**src/rtl/md_ctrl_pkg.sv**
```systemverilog
// Shared encodings for the multiply/divide unit: op codes, iteration count, FSM states.
package md_ctrl_pkg;

    localparam logic [1:0] MD_MULT  = 2'b00;
    localparam logic [1:0] MD_MULTU = 2'b01;
    localparam logic [1:0] MD_DIV   = 2'b10;
    localparam logic [1:0] MD_DIVU  = 2'b11;

    localparam int MD_ITER = 32;

    typedef enum logic [1:0] {
        ST_IDLE = 2'b00,
        ST_BUSY = 2'b01,
        ST_DONE = 2'b10
    } md_state_t;

    function automatic logic [31:0] abs32(input logic [31:0] x, input logic neg);
        return neg ? -x : x;
    endfunction

endpackage

```
**src/rtl/md_iter.sv**
```systemverilog
// One radix-2 step on magnitudes: shift-add multiply, or restoring divide when MD_DIV_EN is defined.
// {hi,lo} is the partial product / {remainder,dividend-quotient} pair; purely combinational.
module md_iter (
`ifdef MD_DIV_EN
    input  logic        is_div,
`endif
    input  logic [31:0] hi_in,
    input  logic [31:0] lo_in,
    input  logic [31:0] b_in,
    output logic [31:0] hi_out,
    output logic [31:0] lo_out
);
    logic [32:0] sum;
`ifdef MD_DIV_EN
    logic [32:0] shl;
    logic        borrow;
    logic [31:0] rem_sub;
`endif

    always_comb begin
        sum    = {1'b0, hi_in} + (lo_in[0] ? {1'b0, b_in} : 33'd0);
        hi_out = sum[32:1];
        lo_out = {sum[0], lo_in[31:1]};
`ifdef MD_DIV_EN
        shl     = {hi_in, lo_in[31]};
        borrow  = shl < {1'b0, b_in};
        // On success the true difference is below the divisor, so 32 bits suffice.
        rem_sub = shl[31:0] - b_in;
        if (is_div) begin
            if (borrow) begin
                hi_out = shl[31:0];
                lo_out = {lo_in[30:0], 1'b0};
            end else begin
                hi_out = rem_sub;
                lo_out = {lo_in[30:0], 1'b1};
            end
        end
`endif
    end

endmodule

```
**src/rtl/md_ctrl.sv**
```systemverilog
// Iterative MIPS-style mult/div unit with HI/LO: 34-cycle start-to-visible latency, stalls EX users while busy.
// Divide support is built only when MD_DIV_EN is defined; otherwise divide starts are ignored.
module md_ctrl
    import md_ctrl_pkg::*;
(
    input  logic        clk,
    input  logic        rst_n,
    input  logic        startE,
    input  logic [1:0]  mdOpE,
    input  logic [31:0] srcAE,
    input  logic [31:0] srcBE,
    input  logic        mfE,
    input  logic        mthiE,
    input  logic        mtloE,
    input  logic [31:0] wdataE,
    input  logic        cancel,
    output logic        stallE,
    output logic [31:0] hi,
    output logic [31:0] lo,
    output logic        mdBusy,
    output logic        mdDone
);
    md_state_t   state;
    logic [4:0]  cnt;
    logic        a_neg, b_neg;
    logic [31:0] part_hi, part_lo, mag_b;
    logic [31:0] nxt_hi, nxt_lo;
    logic [31:0] res_hi, res_lo;
    logic [63:0] prod;
    logic        signed_op, op_ok, start_go;
`ifdef MD_DIV_EN
    logic        div_q, b_zero;
`endif

    assign signed_op = (mdOpE == MD_MULT) || (mdOpE == MD_DIV);
`ifdef MD_DIV_EN
    assign op_ok = 1'b1;
`else
    assign op_ok = (mdOpE == MD_MULT) || (mdOpE == MD_MULTU);
`endif
    assign start_go = startE && !cancel && op_ok;

    assign mdBusy = (state != ST_IDLE);
    assign stallE = (startE | mfE | mthiE | mtloE) & (state != ST_IDLE);
    assign mdDone = (state == ST_DONE) && !cancel;

    md_iter u_iter (
`ifdef MD_DIV_EN
        .is_div (div_q),
`endif
        .hi_in  (part_hi),
        .lo_in  (part_lo),
        .b_in   (mag_b),
        .hi_out (nxt_hi),
        .lo_out (nxt_lo)
    );

    // Sign fix: product negated as a whole; quotient takes xor of signs, remainder the dividend's.
    always_comb begin
        prod   = (a_neg ^ b_neg) ? -{part_hi, part_lo} : {part_hi, part_lo};
        res_hi = prod[63:32];
        res_lo = prod[31:0];
`ifdef MD_DIV_EN
        if (div_q) begin
            res_lo = b_zero ? 32'hFFFF_FFFF : ((a_neg ^ b_neg) ? -part_lo : part_lo);
            res_hi = a_neg ? -part_hi : part_hi;
        end
`endif
    end

    always_ff @(posedge clk or negedge rst_n) begin
        if (!rst_n) begin
            state   <= ST_IDLE;
            cnt     <= 5'd0;
            a_neg   <= 1'b0;
            b_neg   <= 1'b0;
            part_hi <= 32'd0;
            part_lo <= 32'd0;
            mag_b   <= 32'd0;
            hi      <= 32'd0;
            lo      <= 32'd0;
`ifdef MD_DIV_EN
            div_q   <= 1'b0;
            b_zero  <= 1'b0;
`endif
        end else begin
            case (state)
                ST_IDLE: begin
                    if (start_go) begin
                        a_neg   <= signed_op & srcAE[31];
                        b_neg   <= signed_op & srcBE[31];
                        part_hi <= 32'd0;
                        part_lo <= abs32(srcAE, signed_op & srcAE[31]);
                        mag_b   <= abs32(srcBE, signed_op & srcBE[31]);
                        cnt     <= 5'd0;
                        state   <= ST_BUSY;
`ifdef MD_DIV_EN
                        div_q   <= mdOpE[1];
                        b_zero  <= (srcBE == 32'd0);
`endif
                    end else if (!startE) begin
                        if (mthiE) hi <= wdataE;
                        if (mtloE) lo <= wdataE;
                    end
                end
                ST_BUSY: begin
                    if (cancel) begin
                        state <= ST_IDLE;
                    end else begin
                        part_hi <= nxt_hi;
                        part_lo <= nxt_lo;
                        cnt     <= cnt + 5'd1;
                        if (cnt == 5'(MD_ITER - 1)) state <= ST_DONE;
                    end
                end
                ST_DONE: begin
                    state <= ST_IDLE;
                    if (!cancel) begin
                        hi <= res_hi;
                        lo <= res_lo;
                    end
                end
                default: state <= ST_IDLE;
            endcase
        end
    end

endmodule

```
**config.mk**
```make
export PLATFORM = sky130hd
export DESIGN_NAME = md_ctrl
export DESIGN_NICKNAME = d
export VERILOG_FILES = /design/src/rtl/md_ctrl_pkg.sv /design/src/rtl/md_iter.sv /design/src/rtl/md_ctrl.sv
export SDC_FILE = /design/constraint.sdc
export NUM_CORES = 1
export LEC_CHECK = 0
export ABC_CLOCK_PERIOD_IN_PS = 2700
export BUFFER_PORTS_ARGS = -buffer_cell sky130_fd_sc_hd__buf_2
export CAP_MARGIN = 20
export CORE_MARGIN = 2
export CORE_UTILIZATION = 35
export CTS_BUF_LIST = sky130_fd_sc_hd__clkbuf_2
export DETAILED_ROUTE_END_ITERATION = 10
export PLACE_DENSITY_LB_ADDON = 0.25
export SETUP_SLACK_MARGIN = 0.1
export SLEW_MARGIN = 20
export SYNTH_ARGS = -nofsm -noshare
export SYNTH_HDL_FRONTEND = slang
export SYNTH_SLANG_ARGS = --single-unit
```
**constraint.sdc**
```tcl
create_clock -name clk -period 2.7 [get_ports clk]
set_input_delay 0.135 -clock clk [delete_from_list [all_inputs] [get_ports clk]]
set_output_delay 0.135 -clock clk [all_outputs]
set_load 0.02 [all_outputs]
```
==> results of run 1 <==
==> metrics by stage <==
| step | setup TNS, ns | utilization, % | std cells |
|---|---|---|---|
| after floorplan | 0 | - | 1452 |
| after global placement | -0.1368 | 41.22 | 2077 |
| after detailed placement | -0.3584 | 41.22 | 2077 |
| after CTS | 0 | 46.82 | 2254 |
| after global routing | -0.4796 | 47.71 | 2263 |
| final | 0 | 47.71 | 2263 |
==> routing by layer <==
layer	share of wire, %	vias to the layer above	track usage [%]
li1	-	5896	-
met1	46	5819	32.91
met2	47	397	39.39
met3	5.6	43	2.583
met4	1.6	0	3.907
met5	0	-	0
==> cells by family (layout without fill, tap and decap cells) <==
family | after synthesis | in the layout
multiplexers | 12 | 12
XOR/XNOR | 131 | 131
AND/OR/NAND/NOR | 546 | 546
adder cells (fa/ha/maj) | 38 | 38
AO/OA/AOI/OAI | 443 | 443
flip-flops | 169 | 169
buffers and inverters | 113 | 475
other | 0 | 1
==> worst max-delay path, stage by stage (launching register included) <==
cell     delay (ns)
dfrtp_1        0.46
buf_6          0.16
and2_1         0.15
ha_1           0.34
a21oi_1        0.24
o21a_1         0.19
o21ai_1        0.13
nor4_2         0.29
o21ai_4        0.14
and3_1         0.19
a311o_1        0.31
==> cell usage after synthesis (7+ instances only) <==
cell | n | share of area [%]
dfrtp_1 | 169 | 36
o41ai_1 | 9 | 0.67
xor2_1 | 73 | 5.4
inv_1 | 19 | 0.60
a21oi_1 | 122 | 5.2
nor3_1 | 25 | 1.1
and2_1 | 36 | 1.9
or3_1 | 13 | 0.69
nor4_1 | 14 | 0.74
clkbuf_1 | 86 | 2.7
nand2_1 | 203 | 6.5
nand4_1 | 11 | 0.58
or2_2 | 7 | 0.37
a22oi_1 | 9 | 0.57
ha_1 | 37 | 3.9
and3_1 | 12 | 0.64
o31ai_1 | 43 | 2.7
a31oi_1 | 13 | 0.69
a211oi_1 | 9 | 0.57
a21o_1 | 19 | 1.2
nor2_1 | 132 | 4.2
nand3_1 | 34 | 1.4
xnor2_1 | 58 | 4.3
nor2b_1 | 10 | 0.53
o21ai_0 | 146 | 6.2
or4_1 | 8 | 0.51
nand2b_1 | 13 | 0.69
mux2i_1 | 12 | 1.0
o22ai_1 | 7 | 0.37
o221ai_1 | 14 | 1.0
==> worst max path at each step <==
stage                from          end  slack, ns  depth (start not counted)
2_1_floorplan  part_lo[0]  part_hi[20]       0.07                         12
3_3_place_gp   part_lo[0]  part_hi[29]      -0.08                         10
3_5_place_dp   part_lo[0]  part_hi[29]      -0.14                         10
4_1_cts        part_lo[0]  part_hi[31]       0.06                         12
5_1_grt        part_lo[0]  part_hi[20]       -0.1                         11
6_report       part_lo[0]  part_hi[23]       0.06                         10
==> cell type report <==
cell class,count,share of cell area (%)
diodes,1,0.01572
inverters,20,0.4873
repair buffers,423,19.97
clock inverters,15,1.116
multi-input cells,1170,47.76
clock buffers,17,0.5345
well taps,448,3.521
flip-flops and latches,169,26.59
==> flip-flops by register name, summed over array words and instances, names as in the netlist <==
register and flops:
hi 32, lo 32, mag_b 32, part_hi 32, part_lo 32, cnt 5
state 2, a_neg 1, b_neg 1
==> power groups by stage <==
stage	Clock, mW	Combinational [mW]	Sequential [mW]
2_1_floorplan	0	4.71	4.45
3_3_place_gp	0	7.50	4.50
3_5_place_dp	0	7.60	4.51
4_1_cts	1.55	8.00	4.46
5_1_grt	1.66	9.11	4.64
6_report	1.52	8.31	4.52
==> timing repair <==
action,4_1_cts,5_1_grt
resized for setup,32,50
endpoints found under the setup margin,32,62
pin swaps,14,21
endpoints found under the hold margin,308,0
setup buffers,3,8
hold buffers,142,0
==> impl_results.md, run 1 <==
* Status: finished, final reports clean
* Xor and xnor area share after synthesis at 9.718%
* Pint at 7.413 mW
* Async set-reset flop share out of synthesis at 100.0%
* Post-Route WL at 41480 microns
* Setup WS post-layout at 0.05807 ns
* Synthesized cell area at 0.01181 sq mm
* Vias in the first global route at 11660
* R2R Path End: part_hi[23]
* Commonest non-fill, non-tap cell in the layout: nand2_1
* HPWL Detailed at 30680 microns
* Final Hold Viols at 0
* Reg area at 0.004233 sq mm
* Netlist cell types at 76
* # port buffers at 171
* Adder-cell area share of the yosys netlist at 4.091%
* Dominant synthesized flop cell: dfrtp_1
* Max cap viols at 0
* Hold EP: part_lo[2]
* DR pass1 iterations at 8
* Synth Area in Compound Gates at 23.35%
* Syn nets at 1595
* Setup crit end kind: flop
* Pre-CTS setup slack at -0.1388 ns
* GRT Overall Usage at 23.41%
* Peak supply drop at 0.4213 mV
* CTS Root Cell: clkbuf_2
* Vias per Instance at 5.371
* Data required time of the worst path at 3.38 ns
* Combinational group share of total power at 57.9%
* Die Y at 187.7 microns
* Num CTS Buffers at 17
* Final Cycle Share at 97.85%
* Sequential share of power at 31.5%
* Clock share of power at 10.6%
* Largest family of logic cells by synthesized area: compound AO/OA/AOI/OAI gates
* Worst r2r path cells at 10
* Worst Skew at 0.07733 ns
* Area of the multi-input gates at 0.007604 sq mm
* Chip Width at 187.7 microns
* Die ar. at 0.03522 sq mm
* Routability cong. at 0.9011
* Fmax at 378.5 MHz
* Hold Path Depth at 7
* CP Class: reg2reg
* Top Ports at 172
* Cell area after placement at 0.01375 sq mm
* Core ar. at 0.03336 sq mm
* Clk buf depth at 2
* Largest net degree at the start of global routing at 66
* NetSw at 6.936 mW
* Fillers at 3286
* Worst Hold Slack at 0.07745 ns
* Post-synth EDFFs at 0
* TritonCTS clock tree: built
* Worst slew margin at 49.98%
* Area Overhead vs Synth at 34.83%
* Final instance area at 0.01592 sq mm
* Initial Utilization at 35.39%
* Power, Total at 14.35 mW
* Clock transition at path regs at 0.35 ns
* Syn avg cell area at 8.131 sq um
* WL/cell at 18.33 microns
* Rows at 67
* Least-Margin Pin Slew at 0.7503 ns
* Crit path arrival time at 3.33 ns
* Hold WC Path Type: in2reg
* First-pass GRT wire length at 65560 microns
* # nets final at 1944
* Via count at 12160
* H-tree Lvls at 4
* DRT iter0 DRCs at 827
* Initial antenna violation count at 1
* Crit path time final at 2.642 ns
* Seq cells post-synth at 169
* RSZ-0062 raised after global routing: true
* Register area share after synthesis at 35.82%
* Final Max Slew Viols at 0
* Drt drc at 0
* Nature of the critical path startpoint: flop
* Worst skew pair latency at 0.80 ns
* Post-route ant nets at 0
* Flop2flop setup slack at 0.06 ns
* Simple-gate area share of the yosys netlist at 22.33%
* Crit-path max FO at 19
* GR Overflow Total at 0
* Fraction of synthesized area in multiplexers at 1.017%
* Layout cells sized above 1 at 22.71%
* PwrDens at 901.4 mW/mm^2
* HP Start: srcAE[0]
* Sw frac at 48.34%
* Most frequent cells in the layout: nand2_1, buf_2, dfrtp_1
* Count of final setup violators at 0
* Reg2Reg Launch Point: part_lo[0]
* Synth Warn # at 0
* Synthesized instance count at 1452
* Clock Sinks at 169
* Leak at 6.959 nW
Power figures use the tool's default switching activity.
==> run 2: changes to the inputs <==
ABC_AREA = 1   (was not set)
==> impl_results.md, run 2 <==
* Die ar. at 0.03985 sq mm
* Worst skew pair latency at 0.87 ns
* Top Ports at 172
* Initial antenna violation count at 1
* Core ar. at 0.03767 sq mm
* Layout Cells excl Fill at 3017
* Chip Width at 199.6 microns
* CP dominant cell by count: dlygate4sd3_1
* DR pass1 iterations at 6
* HP Start: srcAE[6]
* Reg2Reg Launch Point: state[1]
* Final Max Slew Viols at 0
* Routability cong. at 0.9764
* Register area share after synthesis at 31.57%
* CP startpoint: srcBE[0]
* # port buffers at 171
* Max cap viols at 0
* Area share of the largest cell type after synthesis at 31.57%
* R2R Path End: part_lo[11]
* Syn nets at 2290
* Pint at 5.396 mW
* Dominant synthesized flop cell: dfrtp_1
* Clock share of power at 15.0%
* Cells after DPL at 2785
* Synthesized instance count at 2147
* Synthesized cell area at 0.01340 sq mm
* Crit path arrival time at 3.30 ns
* Sw frac at 48.18%
* Final instance area at 0.01713 sq mm
* Data required time of the worst path at 3.49 ns
* RSZ-0062 raised after global routing: true
* CP Class: in2reg
* Post-synth EDFFs at 0
* Netlist cell types at 50
* Top cells by count, synth: nand2_1, nor2_1, inv_1
* NetSw at 5.017 mW
* Combinational group share of total power at 48.5%
* First-pass GRT wire length at 81510 microns
* Clock transition at path regs at 0.29 ns
* Num CTS Buffers at 17
* Cell area after placement at 0.01479 sq mm
* Nature of the critical path startpoint: input pin
* Final Util at 45.49%
* Seq cells post-synth at 169
* H-tree Lvls at 4
* Async set-reset flop share out of synthesis at 100.0%
* CP cell instances: dlygate4sd3_1 > buf_2 > inv_1 > ha_2 > nand3_1 > nor2_2 > nand2_1 > o21ai_4 > nand3_2 > o21ai_1 > dlygate4sd3_1 > nand3_1 > dlygate4sd3_1 > nand2_1
* Vias per Instance at 5.170
* Synth area leaders: dfrtp_1, nand2_1, nor2_1, nand3_1, a21oi_1
* Commonest non-fill, non-tap cell in the layout: nand2_1
* Area Overhead vs Synth at 27.91%
* Most frequent cell after synthesis: nand2_1
* Setup TNS at 0 ns
* Post-route ant nets at 0
* Sequential share of power at 36.5%
* Final Cycle Share at 92.87%
* Worst Skew at 0.04753 ns
* Leak at 8.284 nW
* Final Hold Viols at 0
* Status: finished, final reports clean
* Power, Total at 10.41 mW
* Setup crit end kind: flop
* Crit path time final at 2.507 ns
* GRT Overall Usage at 26.55%
* TritonCTS clock tree: built
* Crit-path max FO at 7
* Initial Utilization at 35.56%
* Crit path to: mag_b[28]
* CP top delay family: buffers and inverters
* Die Y at 199.6 microns
* PwrDens at 607.7 mW/mm^2
* CP max-delay cell: dlygate4sd3_1
* Synth Warn # at 0
* Post-Route WL at 51880 microns
* Flop2flop setup slack at 0.26 ns
* Most frequent cells in the layout: nand2_1, nor2_1, inv_1
* WP buf/inv at 5
* GR Overflow Total at 0
* Least-Margin Pin Slew at 0.6847 ns
* Syn avg cell area at 6.239 sq um
* WL/cell at 17.20 microns
* DRT iter0 DRCs at 1129
* Count of final setup violators at 0
* Clk buf depth at 2
* Fillers at 4059
* Clock Sinks at 169
* Worst r2r path cells at 8
* Via count at 15600
* Largest net degree at the start of global routing at 65
* Peak supply drop at 0.2930 mV
* Worst slew margin at 54.29%
* CTS Root Cell: clkbuf_2
* Hold WC Path Type: in2reg
* HPWL Detailed at 39830 microns
* Drt drc at 0
* Critical Path Stages at 14
* Critical Path Max Stage Delay at 0.56 ns
* # nets final at 2635
* Fmax at 398.8 MHz
* Synth area leader: dfrtp_1
* Vias in the first global route at 14870
* Rows at 71
* Layout cells sized above 1 at 12.30%
[run 2: cell count changes after synthesis, sizes merged, moves of 38 or more]
cell	delta
nand2	+378
xor2	-55
nand3	+177
inv	+227
nor2	+219
a21oi	+66
xnor2	-50
o31ai	-38
clkbuf	-54
[run 2: worst min-delay path by stage]
stage	endpoint	slack, ns	depth (start not counted)
2_1_floorplan	a_neg	-0.16	0
3_3_place_gp	hi[29]	0.19	1
3_5_place_dp	hi[29]	0.19	1
4_1_cts	part_lo[12]	0.02	9
5_1_grt	hi[13]	0.06	4
6_report	part_lo[12]	0.08	9
[run 2: final cells by class]
type                       count  area [sq um]  share of cell area, %
clock inverter                14         185.2                  1.081
tap                          511         639.4                  3.732
clock buffer                  18         90.09                 0.5258
inverter                     246         927.1                  5.411
sequential                   169          4230                  24.69
timing repair buffer         397          3092                  18.04
antenna                        1         2.502                0.01460
multi-input combinational   1661          7968                  46.50
[run 2: tightest hold or removal path, stage by stage]
cell and delay, ns:
buf_2 0.10, inv_1 0.05, nand3_1 0.10, nand2_1 0.11
nand3_1 0.16, xor2_1 0.09, nand2_1 0.06, o211ai_1 0.07
o21ai_0 0.07
[run 2: through the flow]
step / hold WS, ns / setup WS [ns]
after floorplan: -0.1606 / 0.6484
after global placement: 0.1873 / 0.2109
after detailed placement: 0.1939 / 0.2040
after CTS: 0.01792 / 0.1051
after global routing: 0.05693 / 0.08624
final: 0.07950 / 0.1925
[run 2: power by group through the flow]
stage               logic (mW)  clock network [mW]  registers (mW)
floorplan                 3.13                   0            3.74
global placement          4.63                   0            3.83
detailed placement        4.66                   0            3.84
CTS                       4.98                1.61            3.78
global route              5.71                1.70            3.87
finish                    5.05                1.56            3.80
[run 2: what timing repair did]
action | CTS | global route
hold endpoints to repair | 317 | 0
hold buffers | 194 | 0
endpoints found under the setup margin | 0 | 34
setup buffers | 0 | 6
gates resized for setup | 0 | 26
[run 2: cell families after synthesis]
family,synth area share [%]
xor+xnor,1.840
compound gates,16.26
flops,31.57
fa+ha+maj,3.605
buf+inv,9.453
simple gates,37.27
[run 2: per-layer routing]
metal	routed length, microns	up-vias	GRT usage (%)
met3	3543	83	4.405
li1	-	7671	-
met5	0	-	0
met4	1573	0	9.081
met1	23730	7263	36.01
met2	23030	582	42.73
